`config.mk`:
```
export PLATFORM = sky130hd
export DESIGN_NAME = ranger_patrol_ctrl
export DESIGN_NICKNAME = d
export VERILOG_FILES = /design/src/rtl/ranger_patrol_ctrl.sv
export SDC_FILE = /design/constraint.sdc
export NUM_CORES = 1
export LEC_CHECK = 0
export BUFFER_PORTS_ARGS = -buffer_cell sky130_fd_sc_hd__buf_2
export CAP_MARGIN = 20
export CORE_MARGIN = 2
export CORE_UTILIZATION = 60
export CTS_BUF_LIST = sky130_fd_sc_hd__clkbuf_8
export CTS_CLUSTER_SIZE = 16
export DETAILED_ROUTE_END_ITERATION = 16
export PLACE_DENSITY = 0.83
export RECOVER_POWER = 100
export SLEW_MARGIN = 10
export SYNTH_ARGS = -nofsm -noshare
export SYNTH_HDL_FRONTEND = slang
export SYNTH_SLANG_ARGS = --single-unit
```
`constraint.sdc`:
```
create_clock -name clk -period 2.3 [get_ports clk]
set_clock_uncertainty 0.05 [all_clocks]
set_input_delay 0.345 -clock clk [delete_from_list [all_inputs] [get_ports clk]]
set_output_delay 0.345 -clock clk [all_outputs]
set_load 0.02 [all_outputs]
```
`src/rtl/ranger_patrol_ctrl.sv`:
```
// Per-ranger patrol controller: divides clk into move ticks and walks a back-and-forth
// leg on one axis, dwelling at each end and reversing early when the way is blocked.
module ranger_patrol_ctrl #(
    parameter int unsigned TICK_DIV    = 416667,
    parameter int unsigned LEG_STEPS   = 16,
    parameter int unsigned DWELL_TICKS = 8,
    parameter bit          AXIS        = 1'b0
) (
    input  logic       clk,
    input  logic       rst_n,
    input  logic       enable,
    input  logic       pause,
    input  logic       blocked,
    output logic [3:0] move,
    output logic       heading,
    output logic [1:0] state
);

    localparam int unsigned TW = (TICK_DIV > 1) ? $clog2(TICK_DIV) : 1;
    localparam int unsigned SW = (LEG_STEPS > 1) ? $clog2(LEG_STEPS) : 1;
    localparam int unsigned DW = (DWELL_TICKS > 1) ? $clog2(DWELL_TICKS) : 1;

    localparam logic [TW-1:0] TICK_LAST  = TW'(TICK_DIV - 1);
    localparam logic [SW-1:0] STEP_LAST  = SW'(LEG_STEPS - 1);
    localparam logic [DW-1:0] DWELL_LAST = DW'(DWELL_TICKS - 1);

    typedef enum logic [1:0] {
        ST_IDLE  = 2'b00,
        ST_MOVE  = 2'b01,
        ST_DWELL = 2'b10
    } state_t;

    state_t        state_r;
    logic [TW-1:0] tick_cnt_r;
    logic [SW-1:0] step_cnt_r;
    logic [DW-1:0] dwell_cnt_r;
    logic          heading_r;
    logic [3:0]    move_r;
    logic          tick_s;
    logic [3:0]    dir_s;

    // One-hot command for the current heading on the selected axis.
    function automatic logic [3:0] dir_of(input logic axis, input logic hd);
        logic [3:0] d;
        case ({axis, hd})
            2'b00:   d = 4'b0001;
            2'b01:   d = 4'b0010;
            2'b10:   d = 4'b0100;
            2'b11:   d = 4'b1000;
            default: d = 4'b0000;
        endcase
        return d;
    endfunction

    // Tick strobe: end of a divider period while patrolling or dwelling.
    always_comb begin
        tick_s = 1'b0;
        if ((state_r == ST_MOVE) || (state_r == ST_DWELL)) begin
            tick_s = (tick_cnt_r == TICK_LAST);
        end else begin
            tick_s = 1'b0;
        end
    end

    // Direction lookup for the current heading.
    always_comb begin
        dir_s = dir_of(AXIS, heading_r);
    end

    // Patrol state machine; pause freezes everything but still clears the move pulse.
    always_ff @(posedge clk) begin
        if (!rst_n || !enable) begin
            state_r     <= ST_IDLE;
            tick_cnt_r  <= '0;
            step_cnt_r  <= '0;
            dwell_cnt_r <= '0;
            heading_r   <= 1'b0;
            move_r      <= 4'b0000;
        end else if (pause) begin
            move_r <= 4'b0000;
        end else begin
            move_r <= 4'b0000;
            case (state_r)
                ST_IDLE: begin
                    state_r    <= ST_MOVE;
                    tick_cnt_r <= '0;
                end
                ST_MOVE: begin
                    if (tick_s) begin
                        tick_cnt_r <= '0;
                        if (blocked) begin
                            step_cnt_r  <= '0;
                            dwell_cnt_r <= '0;
                            state_r     <= ST_DWELL;
                        end else begin
                            move_r <= dir_s;
                            if (step_cnt_r == STEP_LAST) begin
                                step_cnt_r  <= '0;
                                dwell_cnt_r <= '0;
                                state_r     <= ST_DWELL;
                            end else begin
                                step_cnt_r <= step_cnt_r + SW'(1);
                            end
                        end
                    end else begin
                        tick_cnt_r <= tick_cnt_r + TW'(1);
                    end
                end
                ST_DWELL: begin
                    if (tick_s) begin
                        tick_cnt_r <= '0;
                        if (dwell_cnt_r == DWELL_LAST) begin
                            heading_r   <= ~heading_r;
                            dwell_cnt_r <= '0;
                            state_r     <= ST_MOVE;
                        end else begin
                            dwell_cnt_r <= dwell_cnt_r + DW'(1);
                        end
                    end else begin
                        tick_cnt_r <= tick_cnt_r + TW'(1);
                    end
                end
                default: begin
                    state_r     <= ST_IDLE;
                    tick_cnt_r  <= '0;
                    step_cnt_r  <= '0;
                    dwell_cnt_r <= '0;
                    heading_r   <= 1'b0;
                end
            endcase
        end
    end

    assign move    = move_r;
    assign heading = heading_r;
    assign state   = state_r;

endmodule

```
==> results.cfg, run 1 <==
[worst_setup_path]
worstSetupPathType = flop to flop
r2r_slack_ns = 0.13
timing.rr.end = tick_cnt_r[3]
r2r_start = state[0]
critPathArrivalTime_ns = 2.33
start_kind = flop
worst_r2r_path_depth = 7
worst_ep_required_time_ns = 2.46
crit_path_max_fanout = 9
end_kind = flop

[floorplanning]
die_w_um = 57.8
die-area_sq_mm = 0.00334
initial_core_util_pct = 63.0
core.rowCount = 19
ios = 12
core_area_sq_mm = 0.00276
die_h_um = 57.8

[synthesis]
syn_area_sq_mm = 0.00174
synthArstFlopShare_pct = 0
yosysWarnings = 0
synth_edf_count = 0
ys_ff_latch = 31
ys.flop_type = dfxtp_1
yosysSeqAreaShare_pct = 35.7
yosysUniqueCellTypes = 48
avgSynthCellArea_sq_um = 8.36
synth_cells = 208

[drt]
vias = 1541
wl_um = 3680
antenna_left = 0
firstDrtPassIters = 4
drc_errors = 0
via_per_inst = 6.12
top_layer = met4
avgRoutedWirePerCell_um = 14.6
met2_length_um = 1810
first_iter_violations = 102
wl_met3_um = 175
routedLengthMet1_um = 1590

[power_and_ir_drop]
cellPowerDensity_mw_per_mm2 = 557
p_int_mw = 0.823
clockPowerShare_pct = 43.9
max-vdd-ir-drop_mv = 0.574
p_total_mw = 1.06
p_leak_nw = 0.658
p_seq_share_pct = 51.0
switching_share_pct = 22.4
power.share.combinational_pct = 5.1
switchingPower_mw = 0.237

[timing]
finalHoldViolations = 0
setup_violations = 0
slew_headroom_pct = 63.5
holdWs_ns = 0.322
rsz0062_at_grt = true
fin_tns_setup_ns = 0
fin_ws_ns = 0.133
min_period_over_period_pct = 94.2
tightest_slew_ns = 0.542
period_needed_ns = 2.17
fmax_mhz = 462
report.final.slew_viol_count = 0

[layout]
layout_common_cells = 31 x dfxtp_1, 28 x nor2_1, 18 x nand3_1
layout-drive-gt1-share_pct = 12.7
fin_nets = 234
syn_to_final_growth_pct = 9.43
diodes = 0
final_common_cell = dfxtp_1
fin_cells = 252

[placed_design]
gp_congestion = 0.909
dp_hpwl_um = 2710
io_buffers = 9
pre_cts_ws_ns = 0.108
place_inst = 244

[grt]
antenna_found_initial = 0
grt_pass1_wl_um = 6040
grt_use_total_pct = 24.0
grt_start_max_net_pins = 17
grt-ovfl-total = 0
grt_pass1_vias = 1423

[job]
maxCapViolCount = 0

[clock_network]
path_clk_slew_ns = 0.07
cts-buffers-inserted = 5
worstSkewPairLatency_ns = 0.29
clock-root-buffer = clkbuf_8
cts_sinks = 31
clk_path_buf_depth = 2
holdBufCountCts = 0
cts_tree = done
cts_setup_buffers = 0
htreeDepth = 2

[min_path]
hold_path.class = input port to flop
min_delay_path_depth = 4
hp-start = blocked
whs_endpoint = step_cnt_r[2]

[outcome]
status = complete, no violations
## timing repair
action	CTS	global route
endpoints found under the setup margin	0	18
resized for setup	0	1
endpoints found under the hold margin	0	0
## area by class of cell
cell class | count | area, sq um
sequential | 31 | 621
fill | 232 | 856
multi-input combinational | 162 | 1050
clock inverter | 1 | 3.75
timing repair buffer | 13 | 70.1
inverter | 7 | 26.3
tap | 31 | 38.8
clock buffer | 7 | 96.3
## synth_stat cells (all sizes together), types with 5 or more instances
library cell  instances  area share (%)
nor3                  6             2.3
xor2                 10             5.0
buf                   6             2.4
ha                    9             6.5
inv                   7             1.5
nand2                17             3.7
nand4                 8             3.2
nand3                18             5.2
o21ai                10             2.9
nor2                 28             6.0
a21oi                11             3.6
nor4                  5             2.2
dfxtp                31              36
## worst max-delay path, stage by stage, from the launching register on
cell	delay, ns
dfxtp_1	0.42
inv_1	0.10
ha_1	0.34
nand4b_1	0.18
nor4_4	0.08
a21boi_2	0.31
or4b_1	0.46
a31oi_1	0.16
## sequential cells by signal, indices dropped and copies added (netlist names)
name         count
tick_cnt_r      19
step_cnt_r       4
dwell_cnt_r      3
move             2
state            2
heading          1
## worst max-delay path by stage
| stage | start | to | depth (start not counted) |
|---|---|---|---|
| after global placement | state[0] | step_cnt_r[0] | 7 |
| after floorplan | state[0] | step_cnt_r[0] | 7 |
| after global routing | state[0] | tick_cnt_r[3] | 7 |
| after detailed placement | state[0] | step_cnt_r[3] | 7 |
| after CTS | state[0] | step_cnt_r[3] | 7 |
| final | state[0] | tick_cnt_r[3] | 7 |
## logic make-up after synthesis
| kind of cell | after synthesis | synth area share (%) |
|---|---|---|
| xor+xnor | 13 | 6.55 |
| compound gates | 34 | 12.8 |
| fa+ha+maj | 9 | 6.48 |
| other cells | 1 | 0.216 |
| simple gates | 104 | 33.7 |
| flops | 31 | 35.7 |
| buf+inv | 16 | 4.54 |
## stage by stage
step           instance area (sq um)  util, %
4_1_cts                         1900     69.0
6_report                        1900     69.0
5_1_grt                         1900     69.0
2_1_floorplan                   1740        -
3_5_place_dp                    1800     65.4
3_3_place_gp                    1800     65.4
## routing by layer
metal / track usage [%] / up-vias
met2: 41.4 / 52
met1: 25.8 / 711
met3: 7.37 / 16
met4: 13.6 / 0
met5: 0 / -
li1: - / 762
## power by group through the flow
stage | combinational [mW] | clock (mW) | sequential [mW]
floorplan | 0.0410 | 0 | 0.553
global placement | 0.0511 | 0 | 0.552
detailed placement | 0.0533 | 0 | 0.552
CTS | 0.0534 | 0.477 | 0.540
global route | 0.0591 | 0.496 | 0.540
finish | 0.0544 | 0.465 | 0.540
Note: power is estimated with default switching activity, not from simulation.
==> run 2, diff against run 1 <==
Settings changed: CORE_UTILIZATION 60 to 50, PLACE_DENSITY 0.83 to 0.72, SETUP_SLACK_MARGIN set to 0.5.
==> results.cfg, run 2 (synthesis gave the netlist of run 1 again) <==
[outcome]
status = complete, no violations

[worst_setup_path]
start_kind = flop
end_kind = flop
crit_path_max_fanout = 5
worst_ep_required_time_ns = 2.42
worstSetupPathType = flop to flop
worst_r2r_path_depth = 8
critPathArrivalTime_ns = 2.12

[timing]
finalHoldViolations = 0
min_period_over_period_pct = 86.8
rsz0062_at_grt = true
fin_tns_setup_ns = 0
report.final.slew_viol_count = 0
fin_ws_ns = 0.304
fmax_mhz = 501
setup_violations = 0
period_needed_ns = 2.00

[clock_network]
cts-buffers-inserted = 5
clock-root-buffer = clkbuf_8
clk_path_buf_depth = 2
path_clk_slew_ns = 0.07
cts_sinks = 31
htreeDepth = 2
worstSkewPairLatency_ns = 0.29
cts_tree = done

[layout]
layout-drive-gt1-share_pct = 24.6
reg_top3 = tick_cnt_r: 19 flops, step_cnt_r: 4 flops, dwell_cnt_r: 3 flops
syn_to_final_growth_pct = 23.2
layout_common_cells = 27 x nor2_1, 27 x dfxtp_1, 17 x nand3_1
largest_register = tick_cnt_r
fin_nets = 245
diodes = 0
largest_register_ff_count = 19

[power_and_ir_drop]
p_total_mw = 1.18
max-vdd-ir-drop_mv = 0.363
p_leak_nw = 0.760
cellPowerDensity_mw_per_mm2 = 550

[drt]
via_per_inst = 5.53
vias = 1538
antenna_left = 0
drc_errors = 0
firstDrtPassIters = 4
avgRoutedWirePerCell_um = 13.6
wl_um = 3780
first_iter_violations = 95

[floorplanning]
core.rowCount = 21
die_h_um = 63.0
initial_core_util_pct = 52.1
die_w_um = 63.0
core_area_sq_mm = 0.00334
die-area_sq_mm = 0.00396
ios = 12

[grt]
grt_use_total_pct = 19.7
antenna_found_initial = 0
grt-ovfl-total = 0
grt_pass1_vias = 1395
grt_start_max_net_pins = 15
grt_pass1_wl_um = 6230

[job]
maxCapViolCount = 0

[placed_design]
dp_hpwl_um = 2460
pre_cts_ws_ns = 0.280
gp_congestion = 0.766
io_buffers = 9

[min_path]
hold_path.class = input port to flop
min_delay_path_depth = 4
## run 2: cell types whose count changed in the layout (fill, tap and decap cells not counted), moves of 3 or more
cell	change
inv_1	-3
buf_4	+5
o21ai_1	-3
dfxtp_1	-4
clkbuf_4	+3
## run 2: layout make-up
| type | count | area, sq um |
|---|---|---|
| clock inverter | 2 | 35.0 |
| timing repair buffer | 24 | 156 |
| tap | 46 | 57.6 |
| clock buffer | 6 | 82.6 |
| sequential | 31 | 631 |
| fill | 303 | 1200 |
| inverter | 7 | 31.3 |
| multi-input combinational | 162 | 1150 |
## run 2: per-stage QoR
| step | cells | hold slack [ns] | utilization (%) | instance area [sq um] |
|---|---|---|---|---|
| finish | 278 | 0.338 | 64.2 | 2140 |
| global route | 278 | 0.341 | 64.2 | 2140 |
| CTS | 277 | 0.327 | 63.9 | 2130 |
| detailed placement | 258 | 0.394 | 56.2 | 1880 |
| global placement | 258 | 0.396 | 56.2 | 1880 |
| floorplan | 209 | 0.375 | - | 1820 |
## run 2: path summary, 6_finish.rpt
kind	from	end	slack, ns
hold / removal	blocked	step_cnt_r[2]	0.34
hold reg to reg	dwell_cnt_r[0]	dwell_cnt_r[0]	0.41
setup / recovery	state[1]	step_cnt_r[3]	0.30
setup reg to reg	state[1]	step_cnt_r[3]	0.30
## run 2: routing by layer
metal / part of all wire [%] / GRT usage, % / vias to the layer above
li1: - / - / 787
met1: 44 / 22.9 / 717
met2: 51 / 34.2 / 26
met3: 3.2 / 4.32 / 8
met4: 2.2 / 9.44 / 0
met5: 0 / 0 / -
## run 2: critical path: stages, from the launching register on
cell	delay, ns
dfxtp_1	0.46
inv_4	0.06
ha_4	0.15
or3_1	0.40
nor3_4	0.22
a21oi_4	0.08
buf_4	0.16
o211ai_1	0.20
o41ai_2	0.10
## run 2: power breakdown
group          internal, mW  switching, mW  total (mW)
logic                0.0271         0.0455      0.0726
clock network         0.350          0.216       0.566
registers             0.536        0.00147       0.538
## run 2: repair_timing
action / CTS / global route
hold buffers: 0 / 0
resized for setup: 14 / 7
gates cloned: 1 / 0
pin swaps: 22 / 4
setup buffers: 10 / 1
endpoints found under the setup margin: 30 / 30
==> run 3, diff against run 2 <==
Settings changed: CELL_PAD_IN_SITES_DETAIL_PLACEMENT set to 1, CELL_PAD_IN_SITES_GLOBAL_PLACEMENT set to 1, CORE_UTILIZATION 50 to 47, PLACE_DENSITY 0.72 to 0.85.
Clock period 2.3 ns to 1.95 ns, I/O delays scaled along.
==> results.cfg, run 3 (synthesis gave the netlist of run 1 again) <==
[drt]
vias = 1837
avgRoutedWirePerCell_um = 22.4
antenna_left = 0
first_iter_violations = 116
drc_errors = 0
firstDrtPassIters = 4
via_per_inst = 6.21
wl_um = 6640

[floorplanning]
core_area_sq_mm = 0.00361
die_w_um = 64.8
core.rowCount = 22
die_h_um = 64.8
initial_core_util_pct = 48.2
ios = 12
die-area_sq_mm = 0.00420

[grt]
grt_use_total_pct = 31.1
grt-ovfl-total = 0
grt_pass1_wl_um = 9700
grt_pass1_vias = 1986
antenna_found_initial = 0
grt_start_max_net_pins = 16

[clock_network]
cts_sinks = 31
holdBufCountCts = 0
path_clk_slew_ns = 0.07
htreeDepth = 2
clk_path_buf_depth = 2
cts_tree = done
worstSkewPairLatency_ns = 0.30
clock-root-buffer = clkbuf_8
cts-buffers-inserted = 5

[layout]
layout_common_cells = 28 x dfxtp_1, 25 x buf_4, 20 x nor2_1
largest_register_ff_count = 19
layout-drive-gt1-share_pct = 35.5
syn_to_final_growth_pct = 35.7
diodes = 0
fin_cells = 296
reg_top3 = tick_cnt_r: 19 flops, step_cnt_r: 4 flops, dwell_cnt_r: 3 flops
fin_nets = 261
largest_register = tick_cnt_r
final_common_cell = dfxtp_1
fin_util_pct = 65.4

[placed_design]
dp_hpwl_um = 3850
pre_cts_ws_ns = -0.146
place_inst = 273
io_buffers = 9
gp_congestion = 0.804

[timing]
report.final.slew_viol_count = 0
finalHoldViolations = 0
min_period_over_period_pct = 103
setup_violations = 20
period_needed_ns = 2.01
fin_tns_setup_ns = -0.580
fin_ws_ns = -0.0573
rsz0062_at_grt = true
tightest_slew_ns = 0.585
fmax_mhz = 498
slew_headroom_pct = 61.0

[power_and_ir_drop]
p_leak_nw = 0.850
cellPowerDensity_mw_per_mm2 = 530
max-vdd-ir-drop_mv = 0.453

[worst_setup_path]
worstSetupPathType = flop to flop
crit_path_max_fanout = 13
start_kind = flop
critPathArrivalTime_ns = 2.14
end_kind = flop
worst_ep_required_time_ns = 2.08

[outcome]
violations = negative setup slack
status = finished with violations

[job]
maxCapViolCount = 0

[min_path]
hold_path.class = input port to flop
==> run 3: changes by cell type in the layout (fill, tap and decap cells not counted), moves of 3 or more <==
cell | previous run | this run
o21ai_1 | 1 | 6
a21oi_2 | 2 | 6
clkbuf_4 | 3 | 0
buf_4 | 9 | 25
nor2_1 | 27 | 20
nor2_4 | 0 | 5
o21ai_0 | 8 | 1
a21oi_1 | 8 | 5
==> run 3: report_power, final <==
group          leakage (nW)  switching, mW  internal (mW)  total (mW)
clock network        0.0505          0.260          0.240       0.500
registers             0.252        0.00155          0.633       0.634
logic                 0.547         0.0731         0.0434       0.117
==> run 3: area by class of cell <==
type,count,area [sq um]
clock buffers,5,68.8
clock inverters,3,12.5
fillers,424,1250
inverters,7,31.3
multi-input cells,162,1240
flip-flops and latches,31,629
well taps,48,60.1
repair buffers,40,312
==> run 3: per-stage QoR <==
stage	power [mW]	hold WS (ns)	cell area [sq um]
final	1.25	0.266	2360
after global routing	1.28	0.284	2360
after CTS	1.23	0.240	2190
after detailed placement	0.734	0.405	1990
after global placement	0.728	0.389	1990
after floorplan	0.705	0.375	1810
==> run 3: routing by layer <==
| metal | share of wire [%] | wire length (um) | up-vias | global-route usage, % |
|---|---|---|---|---|
| met5 | 0 | 0 | - | 0 |
| met1 | 38 | 2550 | 925 | 30.8 |
| met2 | 53 | 3510 | 64 | 57.3 |
| li1 | - | - | 818 | - |
| met3 | 3.8 | 250 | 30 | 6.42 |
| met4 | 5.0 | 331 | 0 | 21.8 |
==> run 3: critical path: stages (launching register included) <==
cell	delay, ns
dfxtp_4	0.39
inv_4	0.05
ha_4	0.25
nand4b_1	0.18
nor4_4	0.34
a21boi_4	0.17
o21ai_4	0.19
buf_12	0.18
nor2_1	0.08
==> run 3: path summary, 6_finish.rpt <==
check	start	endpoint	slack (ns)	cells past startpoint
setup / recovery	state[1]	tick_cnt_r[6]	-0.06	8
hold / removal	blocked	step_cnt_r[2]	0.27	4
setup reg to reg	state[1]	tick_cnt_r[6]	-0.06	8
hold reg to reg	dwell_cnt_r[0]	dwell_cnt_r[0]	0.44	1
==> run 3: timing repair <==
item | CTS | global route
setup buffers | 8 | 7
pin swaps | 13 | 9
resized for setup | 18 | 28
setup endpoints to repair | 31 | 31
